===== src/rtl/acc_store_ctl.sv =====
// Store-path bus sequencer: latches accumulator/address on st_req and runs setup/write/hold/done.
// Optional read-back check compiled in with `define STORE_VERIFY_EN.
module acc_store_ctl #(
    parameter int unsigned DW        = 8,
    parameter int unsigned AW        = 13,
    parameter int unsigned WR_CYCLES = 2
) (
    input  logic          clk,
    input  logic          rst,
    input  logic          st_req,
    input  logic [AW-1:0] st_addr,
    input  logic [DW-1:0] accum,
    output logic          busy,
    output logic          done,
    output logic [AW-1:0] mem_addr,
    output logic [DW-1:0] mem_dout,
    output logic          mem_oe,
    output logic          mem_wr,
    output logic          mem_rd,
    input  logic [DW-1:0] mem_din,
    output logic          verify_err
);

    localparam int unsigned CW = (WR_CYCLES > 1) ? $clog2(WR_CYCLES) : 1;

    typedef enum logic [2:0] {
        S_IDLE,
        S_SETUP,
        S_WRITE,
        S_HOLD,
        S_VERIFY,
        S_DONE
    } state_t;

    state_t        state, state_nxt;
    logic [CW-1:0] cnt, cnt_nxt;
    logic [DW-1:0] data_r, data_nxt;
    logic [AW-1:0] addr_r, addr_nxt;
    logic          err_nxt;
    logic          busy_nxt, done_nxt, oe_nxt, wr_nxt, rd_nxt;
    logic [DW-1:0] dout_nxt;

`ifndef STORE_VERIFY_EN
    logic unused_din;
    assign unused_din = ^mem_din;
`endif

    // Next state plus output values decoded from the next state, so every output is a flop.
    always_comb begin
        state_nxt = state;
        cnt_nxt   = cnt;
        data_nxt  = data_r;
        addr_nxt  = addr_r;
        err_nxt   = verify_err;

        case (state)
            S_IDLE: begin
                if (st_req) begin
                    data_nxt  = accum;
                    addr_nxt  = st_addr;
                    err_nxt   = 1'b0;
                    state_nxt = S_SETUP;
                end
            end
            S_SETUP: begin
                cnt_nxt   = CW'(WR_CYCLES - 1);
                state_nxt = S_WRITE;
            end
            S_WRITE: begin
                if (cnt == '0) begin
                    state_nxt = S_HOLD;
                end else begin
                    cnt_nxt = cnt - CW'(1);
                end
            end
            S_HOLD: begin
`ifdef STORE_VERIFY_EN
                state_nxt = S_VERIFY;
`else
                state_nxt = S_DONE;
`endif
            end
            S_VERIFY: begin
`ifdef STORE_VERIFY_EN
                err_nxt = (mem_din != data_r);
`endif
                state_nxt = S_DONE;
            end
            S_DONE:  state_nxt = S_IDLE;
            default: state_nxt = S_IDLE;
        endcase

`ifndef STORE_VERIFY_EN
        err_nxt = 1'b0;
`endif

        busy_nxt = (state_nxt != S_IDLE);
        done_nxt = (state_nxt == S_DONE);
        oe_nxt   = (state_nxt == S_SETUP) || (state_nxt == S_WRITE) || (state_nxt == S_HOLD);
        wr_nxt   = (state_nxt == S_WRITE);
`ifdef STORE_VERIFY_EN
        rd_nxt   = (state_nxt == S_VERIFY);
`else
        rd_nxt   = 1'b0;
`endif
        dout_nxt = oe_nxt ? data_nxt : '0;
    end

    always_ff @(posedge clk) begin
        if (rst) begin
            state      <= S_IDLE;
            cnt        <= '0;
            data_r     <= '0;
            addr_r     <= '0;
            busy       <= 1'b0;
            done       <= 1'b0;
            mem_oe     <= 1'b0;
            mem_wr     <= 1'b0;
            mem_rd     <= 1'b0;
            verify_err <= 1'b0;
            mem_addr   <= '0;
            mem_dout   <= '0;
        end else begin
            state      <= state_nxt;
            cnt        <= cnt_nxt;
            data_r     <= data_nxt;
            addr_r     <= addr_nxt;
            busy       <= busy_nxt;
            done       <= done_nxt;
            mem_oe     <= oe_nxt;
            mem_wr     <= wr_nxt;
            mem_rd     <= rd_nxt;
            verify_err <= err_nxt;
            mem_addr   <= addr_nxt;
            mem_dout   <= dout_nxt;
        end
    end

endmodule


===== config.mk =====
export PLATFORM = sky130hd
export DESIGN_NAME = acc_store_ctl
export DESIGN_NICKNAME = d
export VERILOG_FILES = /design/src/rtl/acc_store_ctl.sv
export SDC_FILE = /design/constraint.sdc
export NUM_CORES = 1
export LEC_CHECK = 0
export CAP_MARGIN = 20
export CELL_PAD_IN_SITES_DETAIL_PLACEMENT = 1
export CELL_PAD_IN_SITES_GLOBAL_PLACEMENT = 1
export CORE_MARGIN = 2
export CORE_UTILIZATION = 29
export CTS_CLUSTER_DIAMETER = 200
export DETAILED_ROUTE_END_ITERATION = 8
export PLACE_DENSITY = 0.74
export SYNTH_ARGS = -nofsm -noshare
export SYNTH_HDL_FRONTEND = slang
export SYNTH_SLANG_ARGS = --single-unit

===== constraint.sdc =====
create_clock -name clk -period 1.9 [get_ports clk]
set_input_delay 0.57 -clock clk [delete_from_list [all_inputs] [get_ports clk]]
set_output_delay 0.57 -clock clk [all_outputs]
set_load 0.1 [all_outputs]

# After elaboration in Yosys (flattened, before gate mapping)
# Cells that the tools add are included.
op_classes:
  addsub: 1
  n_eq_ne: 8
  n_mux: 7
  bitwise: 1
  n_reduce_logical: 8
ops:
  columns: ["operator", "count"]
  rows:
  - ["$mux W8", 2]
  - ["$eq A3 B2 Y1 const B", 4]
  - ["$pmux W3 S4", 1]
  - ["$eq A3 B1 Y1 const B", 2]
  - ["$eq A3 B3 Y1 const B", 2]
  - ["$mux W3", 2]
  - ["$reduce_or A2 Y1", 2]
  - ["$logic_not A3 Y1", 1]
  - ["$reduce_bool A3 Y1", 1]
  - ["$logic_or A1 B1 Y1", 2]
  - ["$pmux W1 S2", 1]
  - ["$reduce_and A2 Y1", 1]
  - ["$reduce_bool A2 Y1", 1]
  - ["$mux W1", 1]
  - ["$not A1 Y1", 1]
  - ["$sub A1 B1 Y1 const B", 1]
word_totals:
  regBits: 37

# Depth between registers and ports, before layout
logic_depth:
  depth_word: 8
  ltp_mapped: 5
  depth_no_buf: 3

# Worst setup path before layout
# Ideal clock, no wire load.
synth_path:
  kind: "reg-to-output"
  start: "register, netlist name addr_r[0]"
  end: "output mem_addr[0]"
  t_arrival_ps: 924
  slack_ps: 406
  path_stages_with_launch: 1
  path_cell_list: "dfxtp_1"
synth_lines:
  columns: ["element", "line_no", "rtl"]
  rows:
  - ["end, declared", "15", "output logic [AW-1:0] mem_addr,"]

# Worst setup path after layout
layout_path:
  start: "input st_req"
  end: "register data_r[5]"
layout_via:
  elab_chain_len: 2
layout_lines:
  columns: ["element", "line_no", "rtl"]
  rows:
  - ["start, declared", "10", "input logic st_req,"]
  - ["$mux W8", "58", "if (st_req) begin"]
  - ["$mux W8", "56", "case (state)"]
  - ["end signal, assigned", "126", "data_r <= data_nxt;"]
  - ["end, declared", "37", "logic [DW-1:0] data_r, data_nxt;"]
# Every way passes these cells.
# A chain may end at the register's enable or synchronous reset.

==> summary.md <==
| Metric | Value |
|---|---|
| Gate count after technology mapping | `135` |
| Chip Width | `70.9 microns` |
| Commonest cells after routing, fill and taps aside | `37 x dfxtp_1, 27 x nand2_1, 26 x buf_12, 23 x clkdlybuf4s50_1, 19 x nor2_1` |
| Setup clock skew after layout | `0.00456 ns` |
| Met3 track demand over resource | `5.84%` |
| Met2 layer usage reported by global route | `25.1%` |
| Count of filler cells inserted in the layout | `477` |
| Max Fanout on Critical Path | `9` |
| Net total in the final layout | `218` |
| Number of endpoints failing setup at the final stage | `0` |
| Sum of negative setup slack | `0 ns` |
| Drc violations | `0` |
| Total via count after detailed routing | `1,074` |
| Commonest non-fill, non-tap cell in the layout | `dfxtp_1` |
| Synthesis-to-layout area growth | `66.9%` |
| Root buffer selected by CTS | `clkbuf_8` |
| Crit path kind | `in2reg` |
| Placement Setup Slack | `-0.148 ns` |
| Number of endpoints with negative hold slack in the final report | `0` |
| Iteration-0 DRC count of the detailed router | `18` |
| Final period utilization | `90.6%` |
| Critical hold path startpoint | `cnt$_SDFFE_PP0P_` |
| Count of hold-fix buffers inserted at cts | `0` |
| Post-cts gate resize count | `0` |
| Fraction of layout cells with a size suffix above 1 | `23.0%` |
| Vertical extent of the die | `70.9 microns` |
| Clock tree sinks | `37` |
| Register clock-pin slew on the reported worst setup and hold paths | `0.07 ns` |
| Overflow left after global routing | `0` |
| Startpoint of the worst register-to-register path | `state[0]$_SDFF_PP0_` |
| Sequential fraction of the synthesis area | `57.0%` |
| Average footprint of a synthesized cell | `9.62 sq um` |
| Clock period minus worst slack | `1.72 ns` |
| CTS Buf Count | `5` |
| Slew Limit Fails | `0` |
| Synthesized cell area | `0.00130 sq mm` |
| Max-capacitance violation count | `0` |
| Leakage power | `0.000846 uW` |
| H-tree depth | `2` |
| DRT Pass-1 Iters | `2` |
| RSZ-0062 raised after global routing | `no` |
| Kind of start point of the critical path | `input port` |
| Data arrival, critical path | `1.89 ns` |
| Power per unit of standard cell area | `1240 mW/mm^2` |
| Number of distinct standard cells referenced by the synthesized netlist | `24` |
| First-pass GRT wire length | `5610 microns` |
| Starting Density | `30.0%` |
| Post-DR wirelength/cell | `14.0 microns` |
| Total wirelength of the detailed-routed design | `3340 microns` |
| Number of top-level design ports | `59` |
| Pin count of the biggest net entering global routing | `29` |
| Number of port buffers | `48` |
| GRT met1 Usage | `15.9%` |
| Clock tree from TritonCTS | `built` |
| Worst Hold Class | `reg2reg` |
| Insertion delay of the later-clocked pin in the worst-skew pair | `0.29 ns` |
| Tot Pwr | `2700 uW` |
| Multi-input logic area | `478 sq um` |
| Global-route usage over all layers | `14.3%` |
| Post-CTS setup repair buffer count | `0` |
| CTS Buffer Depth | `2` |
| Max Clk Rate | `0.581 GHz` |
| Startpoint of the most critical setup path | `st_req` |
| Core Footprint | `0.00432 sq mm` |
| Dpl cell area | `0.00208 sq mm` |
| Die area | `0.00503 sq mm` |
| Count of antenna diodes in the layout | `0` |
| Number of global-route vias before repair | `1,125` |
| FF/Latch Area | `741 sq um` |
| GP Congestion | `0.763` |
| Std-Cell Rows | `24` |
| YS warnings | `0` |
| Via count normalized by instance count | `4.49` |
| Number of nets still failing antenna checks after routing | `0` |
| Seq cells post-synth | `37` |
| Area of all placed cells without fillers | `0.00217 sq mm` |
| Gr busiest metal | `met2` |
| Endpoint type of the worst setup path | `flip-flop` |
| WP data required | `2.07 ns` |
| Number of antenna violations at the first check in global routing | `0` |
| Post-detailed-placement half-perimeter wirelength | `2540 microns` |
| PnR worst setup slack | `0.178 ns` |
| Hold WS | `0.488 ns` |
| Highest ir drop seen on vdd | `637 uV` |
| Outcome | `finished, final reports clean` |
## layer usage
metal	part of all wire [%]	vias up	wire, microns
li1	-	537	-
met1	39	494	1320
met2	52	39	1740
met3	7.6	4	254
met4	0.96	0	32
met5	0	-	0
## through the flow
step           instances  utilization (%)
2_1_floorplan        136                -
3_3_place_gp         231             48.0
3_5_place_dp         231             48.0
4_1_cts              239             50.1
5_1_grt              239             50.1
6_report             239             50.1
## critical path, stage by stage
cell and delay, ns:
clkdlybuf4s50_1 0.52, nor4b_4 0.30, buf_12 0.18, mux2i_1 0.25, nor2_1 0.07
## synthesized netlist by cell type (all sizes together)
| master | number | area (sq um) |
|---|---|---|
| a211oi | 1 | 7.51 |
| a21oi | 16 | 80.1 |
| buf | 8 | 68.8 |
| clkbuf | 3 | 11.3 |
| conb | 1 | 3.75 |
| dfxtp | 37 | 741 |
| inv | 1 | 3.75 |
| mux2i | 9 | 90.1 |
| nand2 | 27 | 101 |
| nand2b | 1 | 6.26 |
| nand3b | 1 | 7.51 |
| nor2 | 19 | 71.3 |
| nor2b | 1 | 6.26 |
| nor3 | 2 | 10.0 |
| nor4b | 1 | 23.8 |
| o21ai | 1 | 5.00 |
| o21bai | 1 | 7.51 |
| o31ai | 1 | 12.5 |
| o32a | 1 | 10.0 |
| or3b | 1 | 8.76 |
| or4b | 1 | 13.8 |
| xnor2 | 1 | 8.76 |
## sequential cells by signal, indices dropped and copies added, names as in the netlist
| register | flops |
|---|---|
| busy | 1 |
| mem_oe | 1 |
| mem_dout | 8 |
| addr_r | 13 |
| mem_wr | 1 |
| data_r | 8 |
| done | 1 |
| state | 3 |
| cnt | 1 |
## path summary, 6_finish.rpt
check	to	slack, ns	cells past startpoint
min	cnt$_SDFFE_PP0P_	0.49	2
min reg2reg	cnt$_SDFFE_PP0P_	0.49	2
max reg2reg	data_r[5]$_SDFF_PP0_	0.42	4
max	data_r[5]$_SDFF_PP0_	0.18	5
## cell families (layout without fill, tap and decap cells)
logic type	Yosys count	after routing	share of synthesized area [%]
buf+inv	12	63	6.45
compound gates	21	21	9.44
mux	9	9	6.94
other cells	1	2	0.289
simple gates	54	54	19.2
flops	37	37	57.0
xor+xnor	1	1	0.674
## area by class of cell
type,count,share of cell area [%]
Clock buffer,5,3.18
Clock inverter,3,1.04
Inverter,1,0.173
Multi-Input combinational cell,87,22.1
Sequential cell,37,34.2
Tap cell,52,3.00
Timing Repair Buffer,54,36.4
## report_power, final
part | switching, uW | total [uW] | leakage (uW) | internal [uW]
clock | 283 | 540 | 0.0000364 | 257
combinational | 718 | 1160 | 0.000506 | 444
sequential | 113 | 996 | 0.000303 | 882
total | 1120 | 2700 | 0.000846 | 1580
No activity file was read; power rests on OpenSTA's default activity.
